[config.mk]
export PLATFORM = sky130hd
export DESIGN_NAME = mine_placer
export DESIGN_NICKNAME = d
export VERILOG_FILES = /design/src/rtl/game_pkg.sv /design/src/rtl/lfsr16.sv /design/src/rtl/mine_placer.sv
export SDC_FILE = /design/constraint.sdc
export NUM_CORES = 1
export LEC_CHECK = 0
export BUFFER_PORTS_ARGS = -buffer_cell sky130_fd_sc_hd__buf_2
export CORE_MARGIN = 2
export CORE_UTILIZATION = 30
export DETAILED_ROUTE_END_ITERATION = 12
export PLACE_DENSITY = 0.48
export SYNTH_ARGS = -nofsm -noshare
export SYNTH_HDL_FRONTEND = slang
export SYNTH_SLANG_ARGS = --single-unit
export TNS_END_PERCENT = 20
[constraint.sdc]
create_clock -name clk -period 7.5 [get_ports clk]
set_input_delay 1.125 -clock clk [delete_from_list [all_inputs] [get_ports clk]]
set_output_delay 1.125 -clock clk [all_outputs]
set_load 0.02 [all_outputs]
[src/rtl/game_pkg.sv]
// Shared game-wide types and constants: board size defaults, difficulty
// presets, mine placer state encoding and the LFSR seed/step function.
package game_pkg;

    localparam int MAX_ROWS_DEF = 16;
    localparam int MAX_COLS_DEF = 30;

    localparam logic [15:0] LFSR_SEED = 16'hACE1;

    typedef struct packed {
        logic [4:0] rows;
        logic [4:0] cols;
        logic [6:0] mines;
    } preset_t;

    localparam preset_t PRESET_BEGINNER     = '{rows: 5'd9,  cols: 5'd9,  mines: 7'd10};
    localparam preset_t PRESET_INTERMEDIATE = '{rows: 5'd16, cols: 5'd16, mines: 7'd40};
    localparam preset_t PRESET_EXPERT       = '{rows: 5'd16, cols: 5'd30, mines: 7'd99};

    typedef enum logic [2:0] {
        IDLE  = 3'd0,
        CLEAR = 3'd1,
        DRAW  = 3'd2,
        CHECK = 3'd3,
        WRITE = 3'd4,
        DONE  = 3'd5
    } placer_state_t;

    // Fibonacci step for x^16 + x^14 + x^13 + x^11 + 1, shifting towards the MSB.
    function automatic logic [15:0] lfsr_next(input logic [15:0] s);
        return {s[14:0], s[15] ^ s[13] ^ s[12] ^ s[10]};
    endfunction

endpackage

[src/rtl/lfsr16.sv]
// Free-running 16-bit maximal-length LFSR; never allowed to rest in the
// all-zero lock-up state.
module lfsr16
    import game_pkg::*;
(
    input  logic        clk,
    input  logic        rst,
    output logic [15:0] out
);

    logic [15:0] state_q;
    logic [15:0] state_d;

    // Next value: recover from the lock-up state, otherwise take one step.
    always_comb begin
        state_d = state_q;
        if (state_q == 16'h0000) begin
            state_d = LFSR_SEED;
        end else begin
            state_d = lfsr_next(state_q);
        end
    end

    // Sequence register.
    always_ff @(posedge clk) begin
        if (rst) begin
            state_q <= LFSR_SEED;
        end else begin
            state_q <= state_d;
        end
    end

    assign out = state_q;

endmodule

[src/rtl/mine_placer.sv]
// Clears the board mine map, then rejection-samples mine positions from a
// free-running LFSR. Define MINE_PLACER_SAFE_ZONE_EN to keep the whole 3x3
// neighbourhood of the first click free instead of just the clicked cell.
module mine_placer
    import game_pkg::*;
#(
    parameter int MAX_ROWS = MAX_ROWS_DEF,
    parameter int MAX_COLS = MAX_COLS_DEF,
    parameter int ROW_W    = 5,
    parameter int COL_W    = 5,
    parameter int ADDR_W   = 9
) (
    input  logic              clk,
    input  logic              rst,
    input  logic              start,
    input  logic [ROW_W-1:0]  rows,
    input  logic [COL_W-1:0]  cols,
    input  logic [6:0]        mine_count,
    input  logic [ROW_W-1:0]  safe_row,
    input  logic [COL_W-1:0]  safe_col,
    output logic [ADDR_W-1:0] mem_rd_addr,
    input  logic              mem_rd_data,
    output logic              mem_wr_en,
    output logic [ADDR_W-1:0] mem_wr_addr,
    output logic              mem_wr_data,
    output logic              busy,
    output logic              done,
    output logic [6:0]        placed
);

    localparam int CELLS = MAX_ROWS * MAX_COLS;
    localparam int CW    = ROW_W + COL_W;
    localparam logic [ADDR_W-1:0] LAST_ADDR = ADDR_W'(CELLS - 1);
    localparam logic [ROW_W:0]    ROW_ONE   = {{ROW_W{1'b0}}, 1'b1};
    localparam logic [COL_W:0]    COL_ONE   = {{COL_W{1'b0}}, 1'b1};

    placer_state_t     state_q, state_d;
    logic [ROW_W-1:0]  rows_q, srow_q;
    logic [COL_W-1:0]  cols_q, scol_q;
    logic [6:0]        n_q, placed_q;
    logic [ADDR_W-1:0] idx_q, cand_q;

    logic [15:0]       lfsr_s;
    logic              lfsr_unused_s;
    logic [ROW_W-1:0]  cand_row_s;
    logic [COL_W-1:0]  cand_col_s;
    logic [ADDR_W-1:0] cand_addr_s;
    logic              excl_s;
    logic              cand_ok_s;
    logic [CW-1:0]     cells_s, excl_cells_s, avail_s;
    logic [6:0]        n_eff_s;

    lfsr16 u_lfsr (
        .clk (clk),
        .rst (rst),
        .out (lfsr_s)
    );

    assign lfsr_unused_s = ^lfsr_s[15:ROW_W+COL_W];
    assign cand_row_s    = lfsr_s[ROW_W-1:0];
    assign cand_col_s    = lfsr_s[ROW_W+COL_W-1:ROW_W];
    assign cand_addr_s   = ADDR_W'(cand_row_s) * ADDR_W'(MAX_COLS) + ADDR_W'(cand_col_s);

`ifdef MINE_PLACER_SAFE_ZONE_EN
    logic [1:0] zone_r_s, zone_c_s;

    // Candidate is excluded when within one row and one column of the safe cell.
    assign excl_s = ({1'b0, cand_row_s} + ROW_ONE >= {1'b0, srow_q}) &&
                    ({1'b0, cand_row_s} <= {1'b0, srow_q} + ROW_ONE) &&
                    ({1'b0, cand_col_s} + COL_ONE >= {1'b0, scol_q}) &&
                    ({1'b0, cand_col_s} <= {1'b0, scol_q} + COL_ONE);

    assign zone_r_s = 2'd1 + 2'(safe_row != {ROW_W{1'b0}})
                           + 2'(({1'b0, safe_row} + ROW_ONE) < {1'b0, rows});
    assign zone_c_s = 2'd1 + 2'(safe_col != {COL_W{1'b0}})
                           + 2'(({1'b0, safe_col} + COL_ONE) < {1'b0, cols});
    assign excl_cells_s = CW'(zone_r_s) * CW'(zone_c_s);
`else
    assign excl_s       = (cand_row_s == srow_q) && (cand_col_s == scol_q);
    assign excl_cells_s = CW'(1'b1);
`endif

    assign cand_ok_s = (cand_row_s < rows_q) && (cand_col_s < cols_q) && !excl_s;

    // Clamp the request to the cells actually available for mines.
    assign cells_s = CW'(rows) * CW'(cols);
    assign avail_s = (cells_s > excl_cells_s) ? (cells_s - excl_cells_s) : {CW{1'b0}};
    assign n_eff_s = (CW'(mine_count) < avail_s) ? mine_count : avail_s[6:0];

    // State register.
    always_ff @(posedge clk) begin
        if (rst) begin
            state_q <= IDLE;
        end else begin
            state_q <= state_d;
        end
    end

    // Next-state decode.
    always_comb begin
        state_d = state_q;
        case (state_q)
            IDLE: begin
                if (start) state_d = CLEAR;
                else       state_d = IDLE;
            end
            CLEAR: begin
                if (idx_q == LAST_ADDR) state_d = (n_q == 7'd0) ? DONE : DRAW;
                else                    state_d = CLEAR;
            end
            DRAW: begin
                if (cand_ok_s) state_d = CHECK;
                else           state_d = DRAW;
            end
            CHECK: begin
                if (mem_rd_data) state_d = DRAW;
                else             state_d = WRITE;
            end
            WRITE: begin
                if (placed_q + 7'd1 == n_q) state_d = DONE;
                else                        state_d = DRAW;
            end
            DONE:    state_d = IDLE;
            default: state_d = IDLE;
        endcase
    end

    // Run parameters, clear pointer, accepted candidate and mine counter.
    always_ff @(posedge clk) begin
        if (rst) begin
            rows_q   <= {ROW_W{1'b0}};
            cols_q   <= {COL_W{1'b0}};
            srow_q   <= {ROW_W{1'b0}};
            scol_q   <= {COL_W{1'b0}};
            n_q      <= 7'd0;
            placed_q <= 7'd0;
            idx_q    <= {ADDR_W{1'b0}};
            cand_q   <= {ADDR_W{1'b0}};
        end else begin
            case (state_q)
                IDLE: begin
                    if (start) begin
                        rows_q   <= rows;
                        cols_q   <= cols;
                        srow_q   <= safe_row;
                        scol_q   <= safe_col;
                        n_q      <= n_eff_s;
                        placed_q <= 7'd0;
                        idx_q    <= {ADDR_W{1'b0}};
                    end
                end
                CLEAR:   idx_q    <= idx_q + ADDR_W'(1'b1);
                DRAW:    cand_q   <= cand_ok_s ? cand_addr_s : cand_q;
                WRITE:   placed_q <= placed_q + 7'd1;
                default: idx_q    <= idx_q;
            endcase
        end
    end

    // Output decode from the current state.
    always_comb begin
        mem_rd_addr = {ADDR_W{1'b0}};
        mem_wr_en   = 1'b0;
        mem_wr_addr = {ADDR_W{1'b0}};
        mem_wr_data = 1'b0;
        busy        = 1'b0;
        done        = 1'b0;
        case (state_q)
            CLEAR: begin
                mem_wr_en   = 1'b1;
                mem_wr_addr = idx_q;
                busy        = 1'b1;
            end
            DRAW: begin
                mem_rd_addr = cand_ok_s ? cand_addr_s : {ADDR_W{1'b0}};
                busy        = 1'b1;
            end
            CHECK: busy = 1'b1;
            WRITE: begin
                mem_wr_en   = 1'b1;
                mem_wr_addr = cand_q;
                mem_wr_data = 1'b1;
                busy        = 1'b1;
            end
            DONE:    done = 1'b1;
            default: busy = 1'b0;
        endcase
    end

    assign placed = placed_q;

endmodule

**Yosys cells after proc, flatten, opt, wreduce, memory -nomap -nowiden**

Cells that the tools add are included.

- Register bits after elaboration: 71
- Bits of input ports: 31
- Output and inout bits: 29
- Logic and storage cells: 69

- Add/subtract/negate cells: 4
- Multipliers: 2
- $lt $le $gt $ge: 4
- Equal/unequal tests: 10
- Mux-type cells: 20
- Bitwise gates (word level): 3
- Reductions and logical operators: 16

Operators by type and width:

| cell | number |
|---|---|
| 9-bit case mux with 2 select lines | 2 |
| 9-bit two-way mux | 3 |
| 16-bit logical NOT | 1 |
| 3-bit case mux with 5 select lines | 1 |
| 7-bit two-way mux | 2 |
| 7-bit case mux with 2 select lines | 1 |
| 3-bit two-way mux | 4 |
| 5-bit equality test | 2 |
| 10-bit by 1-bit > comparator with 1-bit output, second input constant | 1 |
| 5-bit less-than comparator | 2 |
| 7-bit by 10-bit less-than comparator with 1-bit output | 1 |
| 5-bit by 5-bit multiplier with 10-bit output | 1 |
| 10-bit two-way mux | 1 |
| 10-bit by 1-bit subtractor with 10-bit output, second input constant | 1 |
| 9-bit by 1-bit adder with 9-bit output, second input constant | 1 |
| 9-bit by 5-bit adder with 9-bit output | 1 |
| 9-bit equality test, second input constant | 1 |
| 5-bit by 4-bit multiplier with 8-bit output, second input constant | 1 |
| 2-bit AND reduction | 4 |
| 7-bit by 1-bit adder with 7-bit output, second input constant | 1 |
| 7-bit equality test | 1 |
| 7-bit logical NOT | 1 |
| 3-bit by 2-bit equality test with 1-bit output, second input constant | 2 |
| 3-bit equality test, second input constant | 2 |
| 10 further kinds | 21 |

**Depth between registers and ports, before layout**

Gate-level depths: netlist of run 1.

- Depth after elaboration: 6
- Depth in mapped cells: 22
- Gate-level depth less buffers: 22

**Modules after synthesis**

Synthesis of run 1 repeated with hierarchy kept, for this count alone.

- Cells, all modules: 617
- Area total of the unflattened synthesis: 5168.7 um^2

Modules (own cells, without submodules):

| module | instances | cells an instance | area an instance (um^2) | sequential area each (um^2) |
|---|---|---|---|---|
| mine_placer | 1 | 576 | 4682.0 | 1101.1 |
| lfsr16 | 1 | 41 | 486.7 | 320.3 |

**Worst setup path after synthesis of run 1**

Ideal clock, no wire load.

- Kind: input-to-reg
- Start: in rows[0]
- End: reg n_q[6]
- Setup time: 0.091 ns
- Data arrival time: 5.632 ns
- Required time: 7.409 ns
- Setup slack: 1.777 ns
- Cell stages on the path: 20
- Buffers on the path: 0
- Path through: nand2_1 fa_1 fa_1 inv_1 fa_1 ha_1 nand2b_1 a21o_1 a311oi_2 and2_4 nand3_1 nand2_1 ha_1 a21oi_1 o21ai_0 o21ai_0 nand2b_1 nand2_1 or4_1 a311oi_1

- Longest elaborated chain between the ends: 5
- Elaborated cells between the ends (all ways): 6
- Classes of those cells: 1 x add/sub; 1 x mul; 2 x order compare; 2 x mux

RTL lines:

| item | line | RTL |
|---|---|---|
| start: declaration | mine_placer.sv:16 | `input logic [ROW_W-1:0] rows,` |
| 5-bit by 5-bit multiplier with 10-bit output (*) | mine_placer.sv:86 | `assign cells_s = CW'(rows) * CW'(cols);` |
| 10-bit by 1-bit subtractor with 10-bit output or 10-bit by 1-bit > comparator with 1-bit output (tied branches) | mine_placer.sv:87 | `assign avail_s = (cells_s > excl_cells_s) ? (cells_s - excl_cells_s) : {CW{1'b0}};` |
| 10-bit two-way mux (*) | mine_placer.sv:87 |  |
| 7-bit by 10-bit less-than comparator with 1-bit output | mine_placer.sv:88 | `assign n_eff_s = (CW'(mine_count) < avail_s) ? mine_count : avail_s[6:0];` |
| 7-bit two-way mux (*) | mine_placer.sv:88 |  |
| end signal: assignment | mine_placer.sv:147 | `n_q <= n_eff_s;` |
| end: declaration | mine_placer.sv:40 | `logic [6:0] n_q, placed_q;` |

Mark *: on every way between the ends. The rest lies on a longest branch, timed or not.
A chain may end at the register's enable or synchronous reset.

**Worst setup path in the final report of run 1**

- Start: in rows[0]
- End: reg n_q[3]

Same word-level chain as after synthesis.

==> results of run 1 <==
path summary, 6_finish.rpt:
check,startpoint,to,slack [ns],cells after the start
worst max-delay path,rows[0],n_q[3],1.38,20
worst min-delay path,u_lfsr.out[14],u_lfsr.out[15],0.45,1
worst max register to register,u_lfsr.out[2],cand_q[8],3.99,11
worst min register to register,u_lfsr.out[14],u_lfsr.out[15],0.45,1
cell usage after synthesis (3+ instances only):
library cell,count,share of area (%)
nand2_1,74,5.3
dfxtp_1,71,27
a21oi_1,52,5.0
ha_1,52,12
inv_1,49,3.5
nor2_1,46,3.3
and2_1,26,3.1
xnor2_1,23,3.9
xor2_1,18,3.0
fa_1,17,6.5
clkbuf_1,16,1.2
nor3_1,14,1.3
o21ai_0,14,1.3
nand2b_1,13,1.6
a21o_1,12,1.7
nand3_1,11,1.1
a211oi_1,8,1.2
a22o_1,8,1.3
nand3b_1,8,1.2
nor2b_1,7,0.84
nor4_1,7,0.84
a311oi_1,6,1.0
and3_1,6,0.72
nand4_1,6,0.72
o21bai_1,6,0.86
a31oi_1,4,0.48
mux2i_1,4,0.77
o211ai_1,4,0.58
or3_1,4,0.48
o21a_1,3,0.43
o311ai_0,3,0.50
o31ai_1,3,0.43
stage by stage:
stage | utilization (%) | cell area (µm²) | total power, mW
after floorplan | - | 5220 | 0.819
after global placement | 33.6 | 5770 | 0.927
after detailed placement | 33.6 | 5770 | 0.937
after CTS | 35.4 | 6090 | 1.41
after global routing | 35.4 | 6090 | 1.50
final | 35.4 | 6090 | 1.39
logic make-up after synthesis:
| family | after synthesis | share of synthesized area (%) |
|---|---|---|
| AND/OR/NAND/NOR | 232 | 22.0 |
| AO/OA/AOI/OAI | 144 | 18.5 |
| flip-flops | 71 | 27.2 |
| buffers and inverters | 69 | 5.01 |
| adder cells (fa/ha/maj) | 69 | 19.0 |
| XOR/XNOR | 42 | 7.31 |
| multiplexers | 5 | 0.982 |
per-layer routing:
metal	track usage, %	wire, µm
met4	4.69	261
met3	2.68	384
met2	24.4	5930
met1	19.1	6420
met5	0	0
sequential cells by signal, summed over array words and instances (netlist names):
register / count
rows_q: 5
cols_q: 5
state_q: 3
idx_q: 9
u_lfsr.out: 16
cand_q: 9
placed: 7
scol_q: 5
srow_q: 5
n_q: 7
power by group through the flow:
stage | Combinational, mW | Sequential, mW | Clock [mW]
3_5_place_dp | 0.507 | 0.430 | 0
2_1_floorplan | 0.399 | 0.421 | 0
5_1_grt | 0.578 | 0.424 | 0.493
4_1_cts | 0.511 | 0.421 | 0.476
6_report | 0.510 | 0.421 | 0.463
3_3_place_gp | 0.498 | 0.429 | 0
worst max-delay path, cell delays in order:
cell and delay, ns:
buf_2 0.15, nand2_1 0.09, fa_1 0.51, fa_1 0.54, inv_1 0.05, fa_1 0.47
ha_1 0.38, nand2b_1 0.13, a21oi_1 0.18, xor2_1 0.15, nor3_1 0.44, nand3_1 0.35
nand2_1 0.17, ha_1 0.26, a21oi_1 0.13, o21ai_0 0.12, a21oi_1 0.20, a21boi_0 0.47
nor3_1 0.18, a211oi_1 0.25
cell type report:
| type | count | area share, % |
|---|---|---|
| inverter | 49 | 3.02 |
| clock inverter | 7 | 1.58 |
| timing repair buffer | 64 | 5.47 |
| sequential | 71 | 23.4 |
| tap | 225 | 4.62 |
| multi-input combinational | 492 | 58.3 |
| clock buffer | 9 | 3.70 |
==> results.cfg, run 1 <==
[setup_path]
crit_path_end_kind = flop
cp_max_fo = 8
worst_ep_required_time_ns = 7.74
worstPathArrival_ns = 6.36
path_class = in -> reg
start_kind = primary input

[finish]
regArea_um2 = 1420
diodes = 0
multiInputGateArea_um2 = 3550
drive_gt1_share_pct = 13.0
mostFrequentLayoutCell = nand2_1
final_cell_mix = nand2_1 (74), dfxtp_1 (71), buf_2 (59), a21oi_1 (52), ha_1 (52)
final_nets = 787
fin_cells = 917
fillers = 1851
syn_to_final_growth_pct = 16.6

[power_and_ir_drop]
p_seq_share_pct = 30.2
power_switching_share_pct = 35.3
p_leak_nw = 2.66
power_switching_uw = 492
power_frac_comb_pct = 36.6
pwr-share-clk_pct = 33.3
power.internal_uw = 902
cellPowerDensity_nw_per_um2 = 229
ir_worst_vdd_v = 0.000118

[cts]
ctsResizeCount = 0
cts-root-buf = clkbuf_16
htree_num_levels = 3
clk_latency_ns = 0.33
ctsHoldBuffers = 0
clkSinkCount = 71
cts_setup_buffers = 0
cts_buffers = 9
cts_tree = yes
clkTransAtPathRegs_ns = 0.06
cts_buffer_depth = 2

[placement]
place_congestion = 0.847
dp.cells = 901
port_buffers = 59
pre_cts_slack_ns = 1.10
dp_hpwl_um = 10000

[synth]
yosysUniqueCellTypes = 61
syn_nets = 732
avgSynthCellArea_um2 = 8.26
synth_area_um2 = 5220
synth_edf_count = 0
postSynthCellCount = 632
synth_ff_type = dfxtp_1
synthArstFlopShare_pct = 0
seq_area_frac_synth_pct = 27.2
synth_seq_cells = 71
ys_warn_count = 0

[flow_run]
maxCapViolCount = 0

[die]
ios = 60
start_util_pct = 30.4
die_w_um = 136
core_um2 = 17200
die_h_um = 136
die_area_um2 = 18500
row_count = 48

[grt]
grt_pass1_wl_um = 21800
grt_pass1_vias = 4464
grt_use_total_pct = 14.6
grt_max_degree = 61
globalRouteOverflowTotal = 0
antenna_found_initial = 0

[sta]
setup-tns-final_ns = 0
max_slew_margin_pct = 33.8
max_freq_mhz = 163
setup_ws_ns = 1.38
fin_worst_skew_ns = 0.00808
finalHoldViolations = 0
rsz0062_at_grt = no
tightest_slew_ns = 0.980
period_share_pct = 81.7
min_period_ns = 6.12
setup_viol = 0
hold_ws_ns = 0.452
report.final.slew_viol_count = 0

[status]
status = finished clean

[detailed_routing]
drt-vias-per-instance = 4.95
drt_first_pass_iters = 5
ant_nets = 0
wirelength_um = 13000
drt_iter0_drc = 185
wl_per_cell_um = 14.2
vias = 4540
drc = 0

[hold_path]
min_path_type = reg -> reg
(Power assumes the default switching activity.)
==> inputs of run 2 (changes only) <==
Settings changed: ABC_AREA from default to 1, PLACE_DENSITY 0.48 to 0.49.
Clock period 7.5 ns to 5.1 ns, I/O delays scaled along.
==> results.cfg, run 2 <==
[setup_path]
start_kind = primary input
worst_ep_required_time_ns = 5.32
path_class = in -> reg
worstReg2RegEnd = cand_q[8]
worstPathArrival_ns = 4.92
cp_max_fo = 8
reg2reg_depth = 12
rr_startpoint = u_lfsr.out[2]
crit_path_end_kind = flop
r2r_slack_ns = 1.51

[cts]
clkTransAtPathRegs_ns = 0.05
cts_buffer_depth = 2
ctsResizeCount = 0
cts_buffers = 9
clkSinkCount = 71
clk_latency_ns = 0.33
htree_num_levels = 3
cts_setup_buffers = 0
cts_tree = yes
ctsHoldBuffers = 0
cts-root-buf = clkbuf_16

[finish]
final_nets = 923
final_cell_mix = nand2_1 (182), inv_1 (135), dfxtp_1 (71), nor2_1 (61), buf_2 (59)
drive_gt1_share_pct = 13.9
diodes = 0
fin_cells = 1052
regArea_um2 = 1420
fillers = 1877
multiInputGateArea_um2 = 3280
mostFrequentLayoutCell = nand2_1
final_util_pct = 35.6
largest_reg_flops = 16
syn_to_final_growth_pct = 16.4

[grt]
antenna_found_initial = 0
grt_use_total_pct = 14.7
grt_pass1_vias = 4637
grt_pass1_wl_um = 22000
grt_max_degree = 29
globalRouteOverflowTotal = 0

[detailed_routing]
drt-vias-per-instance = 4.49
wirelength_um = 12900
drc = 0
drt_iter0_drc = 146
ant_nets = 0
drt_first_pass_iters = 4
wl_per_cell_um = 12.3
vias = 4721

[sta]
min_period_ns = 4.70
period_share_pct = 92.2
setup_viol = 0
tightest_slew_ns = 1.08
setup_ws_ns = 0.400
max_slew_margin_pct = 27.9
setup-tns-final_ns = 0
fin_worst_skew_ns = 0.00569
rsz0062_at_grt = no
report.final.slew_viol_count = 0
finalHoldViolations = 0
max_freq_mhz = 213

[flow_run]
maxCapViolCount = 0

[synth]
syn_nets = 860
synth_seq_cells = 71
seq_area_frac_synth_pct = 26.9
avgSynthCellArea_um2 = 6.94
synthArstFlopShare_pct = 0
yosys.area.top_type = dfxtp_1
yosysTopAreaCellShare_pct = 26.9
synth_edf_count = 0
synth_area_um2 = 5280
synth_most_common_cell = nand2_1
yosysUniqueCellTypes = 37
postSynthCellCount = 760
synth_ff_type = dfxtp_1
ys_warn_count = 0
yosys-top-cells-area = dfxtp_1 (27%), nand2_1 (13%), ha_1 (12%)
synth_commonest_cells = nand2_1 (182), inv_1 (135), dfxtp_1 (71)

[placement]
port_buffers = 59
place_congestion = 0.850
dp.cells = 1037
dp_hpwl_um = 10400
pre_cts_slack_ns = 0.0588

[power_and_ir_drop]
p_leak_nw = 3.13
p_total_mw = 1.94
ir_worst_vdd_v = 0.000154
cellPowerDensity_nw_per_um2 = 315

[hold_path]
min_to = u_lfsr.out[15]
min_path_type = reg -> reg
hold_start = u_lfsr.out[14]
min_path_cells = 2

[die]
die_h_um = 137
ios = 60
row_count = 48
core_um2 = 17200
die_w_um = 137
start_util_pct = 30.6
die_area_um2 = 18700

[status]
status = finished clean
-- run 2: cell types whose count changed after synthesis, sizes merged, moves of 10 or more --
cell	previous run	this run
nand2	74	193
inv	49	138
nand3	11	54
and2	27	0
o21ai	17	38
nor2	46	66
a21oi	52	37
nand2b	13	0
a21o	12	0
nand4	6	18
or2	1	11
-- run 2: layer usage --
metal / wire [µm] / track usage (%) / vias up
met5: 0 / 0 / -
li1: - / - / 2545
met4: 145 / 3.65 / 0
met3: 353 / 2.30 / 9
met2: 5890 / 24.4 / 56
met1: 6520 / 19.9 / 2111
-- run 2: layout make-up --
class                   count  share of cell area [%]
repair buffers             64                    5.42
inverters                 140                    8.60
flip-flops and latches     71                    23.1
well taps                 225                    4.58
clock inverters             3                   0.693
multi-input cells         537                    53.4
clock buffers              12                    4.18
-- run 2: worst max-delay path, stage by stage --
cell,delay [ns]
buf_2,0.14
nand2_1,0.08
fa_1,0.49
fa_1,0.55
inv_1,0.05
fa_1,0.47
ha_1,0.40
inv_1,0.07
nand2_2,0.10
nand3_1,0.10
nand2_1,0.08
nand2_1,0.05
nand2_1,0.12
nor2_2,0.06
nand2_2,0.14
o21ai_0,0.17
ha_1,0.31
nand2_1,0.05
nor2_1,0.17
nand4_4,0.19
nand2_4,0.15
nand2_1,0.06
nand3_1,0.08
nand2_1,0.06
-- run 2: stage by stage --
step | area, µm² | hold slack [ns]
after floorplan | 5280 | 0.400
final | 6140 | 0.431
after CTS | 6140 | 0.439
after global routing | 6140 | 0.463
after global placement | 5840 | 0.424
after detailed placement | 5840 | 0.432
-- run 2: worst max path at each step --
stage | start | endpoint | cells after the start
CTS | u_lfsr.out[2] | mem_rd_addr[8] | 13
finish | rows[1] | n_q[5] | 24
global placement | rows[1] | n_q[3] | 24
global route | cols[3] | n_q[6] | 22
detailed placement | rows[1] | n_q[5] | 25
floorplan | rows[0] | n_q[2] | 25
-- run 2: cell families after synthesis --
logic type / after synthesis / share of synthesized area, %
simple gates: 354 / 29.7
fa+ha+maj: 69 / 18.8
xor+xnor: 23 / 3.82
buf+inv: 152 / 11.0
compound gates: 91 / 9.77
flops: 71 / 26.9
-- run 2: report_power, final --
part	switching (mW)	total, mW	internal (mW)	leakage (nW)
logic	0.422	0.687	0.265	2.40
clock network	0.230	0.632	0.402	0.145
registers	0.0303	0.617	0.586	0.581
total	0.682	1.94	1.25	3.13
==> inputs of run 3 (changes only) <==
Settings changed: CORE_UTILIZATION 30 to 54, GPL_ROUTABILITY_DRIVEN from default to 1, PLACE_DENSITY 0.49 to 0.78.
==> results.cfg, run 3 (same netlist as run 2, synthesis figures left out) <==
[status]
status = finished clean

[die]
die_area_um2 = 10600
core_um2 = 9640
row_count = 36
die_w_um = 103
die_h_um = 103
start_util_pct = 54.7
ios = 60

[grt]
grtUsageMet2_pct = 42.1
grt_max_degree = 29
grt.busiest_layer = met2
grt_pass1_vias = 4681
grt_use_met1_pct = 29.8
grt_pass1_wl_um = 20300
antenna_found_initial = 0
gr-usage-met3_pct = 3.32
grt_use_total_pct = 23.8
globalRouteOverflowTotal = 0

[detailed_routing]
wirelength_um = 11900
ant_nets = 0
drt_first_pass_iters = 5
drt-vias-per-instance = 5.13
drc = 0
drt_iter0_drc = 183
wl_per_cell_um = 12.4
vias = 4918

[sta]
fin_worst_skew_ns = 0.0140
max_freq_mhz = 211
period_share_pct = 92.8
finalHoldViolations = 0
min_period_ns = 4.73
setup-tns-final_ns = 0
rsz0062_at_grt = no
setup_viol = 0
max_slew_margin_pct = 30.4
tightest_slew_ns = 1.04
report.final.slew_viol_count = 0

[placement]
place_area_um2 = 5710
place_congestion = 0.897
dp_hpwl_um = 9410
port_buffers = 59

[cts]
htree_num_levels = 3
clkTransAtPathRegs_ns = 0.08
clk_latency_ns = 0.35
cts-root-buf = clkbuf_8
cts_buffers = 9
clkSinkCount = 71
ctsHoldBuffers = 0
cts_tree = yes
cts_buffer_depth = 2

[finish]
diodes = 0
largest_reg_flops = 16
mostFrequentLayoutCell = nand2_1
final_area_um2 = 5910
final_cell_mix = nand2_1 (182), inv_1 (135), dfxtp_1 (71), nor2_1 (61), buf_2 (59)
syn_to_final_growth_pct = 12.1
drive_gt1_share_pct = 13.9
final_nets = 920

[setup_path]
worstReg2RegEnd = cand_q[8]
reg2reg_depth = 12
worstPathArrival_ns = 3.97
r2r_slack_ns = 1.46
rr_startpoint = u_lfsr.out[2]
worst_ep_required_time_ns = 4.34
cp_max_fo = 7
crit_path_end_kind = output port
path_class = reg -> out
start_kind = flop
startpoint = u_lfsr.out[2]
crit_path_end = mem_rd_addr[8]

[power_and_ir_drop]
ir_worst_vdd_v = 0.000187
p_leak_nw = 3.06
cellPowerDensity_nw_per_um2 = 300

[flow_run]
maxCapViolCount = 0

[hold_path]
min_path_type = reg -> reg
run 3: cell types whose count changed in the layout (fill, tap and decap cells not counted), sizes merged:
cell      delta
clkbuf       -2
clkinvlp     +1
inv          +2
buf          -3
run 3: how the worst min path moves through the flow:
stage / from / to / slack, ns / cells past startpoint
after global placement: u_lfsr.out[14] / u_lfsr.out[15] / 0.43 / 2
after CTS: u_lfsr.out[14] / u_lfsr.out[15] / 0.45 / 2
after floorplan: u_lfsr.out[14] / u_lfsr.out[15] / 0.40 / 2
final: u_lfsr.out[14] / u_lfsr.out[15] / 0.45 / 2
after detailed placement: u_lfsr.out[14] / u_lfsr.out[15] / 0.44 / 2
after global routing: u_lfsr.out[14] / u_lfsr.out[15] / 0.47 / 2
run 3: routing by layer:
metal  share of wire [%]  wire length [µm]
met5                   0                 0
met4                 1.8               217
met3                 3.4               404
met2                  50              6000
met1                  44              5290
run 3: layout make-up:
cell class              instances  area [µm²]
clock buffers                  10         138
fillers                       905        3730
clock inverters                 6        67.6
flip-flops and latches         71        1420
repair buffers                 61         310
inverters                     140         528
multi-input cells             537        3280
well taps                     133         166
run 3: critical path, stage by stage (launching register included):
cell and delay [ns]:
dfxtp_1 0.55, fa_1 0.51, inv_1 0.09, fa_1 0.44
fa_1 0.50, inv_1 0.05, ha_1 0.28, o21ai_0 0.11
a21boi_0 0.31, nand4_1 0.16, or2_2 0.30, nand3_1 0.13
inv_1 0.05, buf_2 0.15
run 3: report_power, final:
part | leakage [nW] | switching [mW] | internal, mW | total (mW)
Clock | 0.0993 | 0.226 | 0.242 | 0.468
Combinational | 2.38 | 0.425 | 0.266 | 0.691
Sequential | 0.581 | 0.0306 | 0.585 | 0.616
Total | 3.06 | 0.681 | 1.09 | 1.77
run 3: per-stage QoR:
step | cells | setup WS (ns) | power [mW] | hold slack, ns | util, %
floorplan | 760 | 0.469 | 1.16 | 0.400 | -
global placement | 942 | 0.159 | 1.29 | 0.428 | 59.2
detailed placement | 942 | 0.0395 | 1.32 | 0.437 | 59.2
CTS | 958 | 0.337 | 1.78 | 0.452 | 61.3
global route | 958 | 0.0450 | 1.92 | 0.472 | 61.3
finish | 958 | 0.367 | 1.77 | 0.447 | 61.3
run 3: timing repair:
item                       in CTS  in global routing
setup endpoints to repair       0                  2
setup buffers                   0                  0
gates resized for setup         0                  1
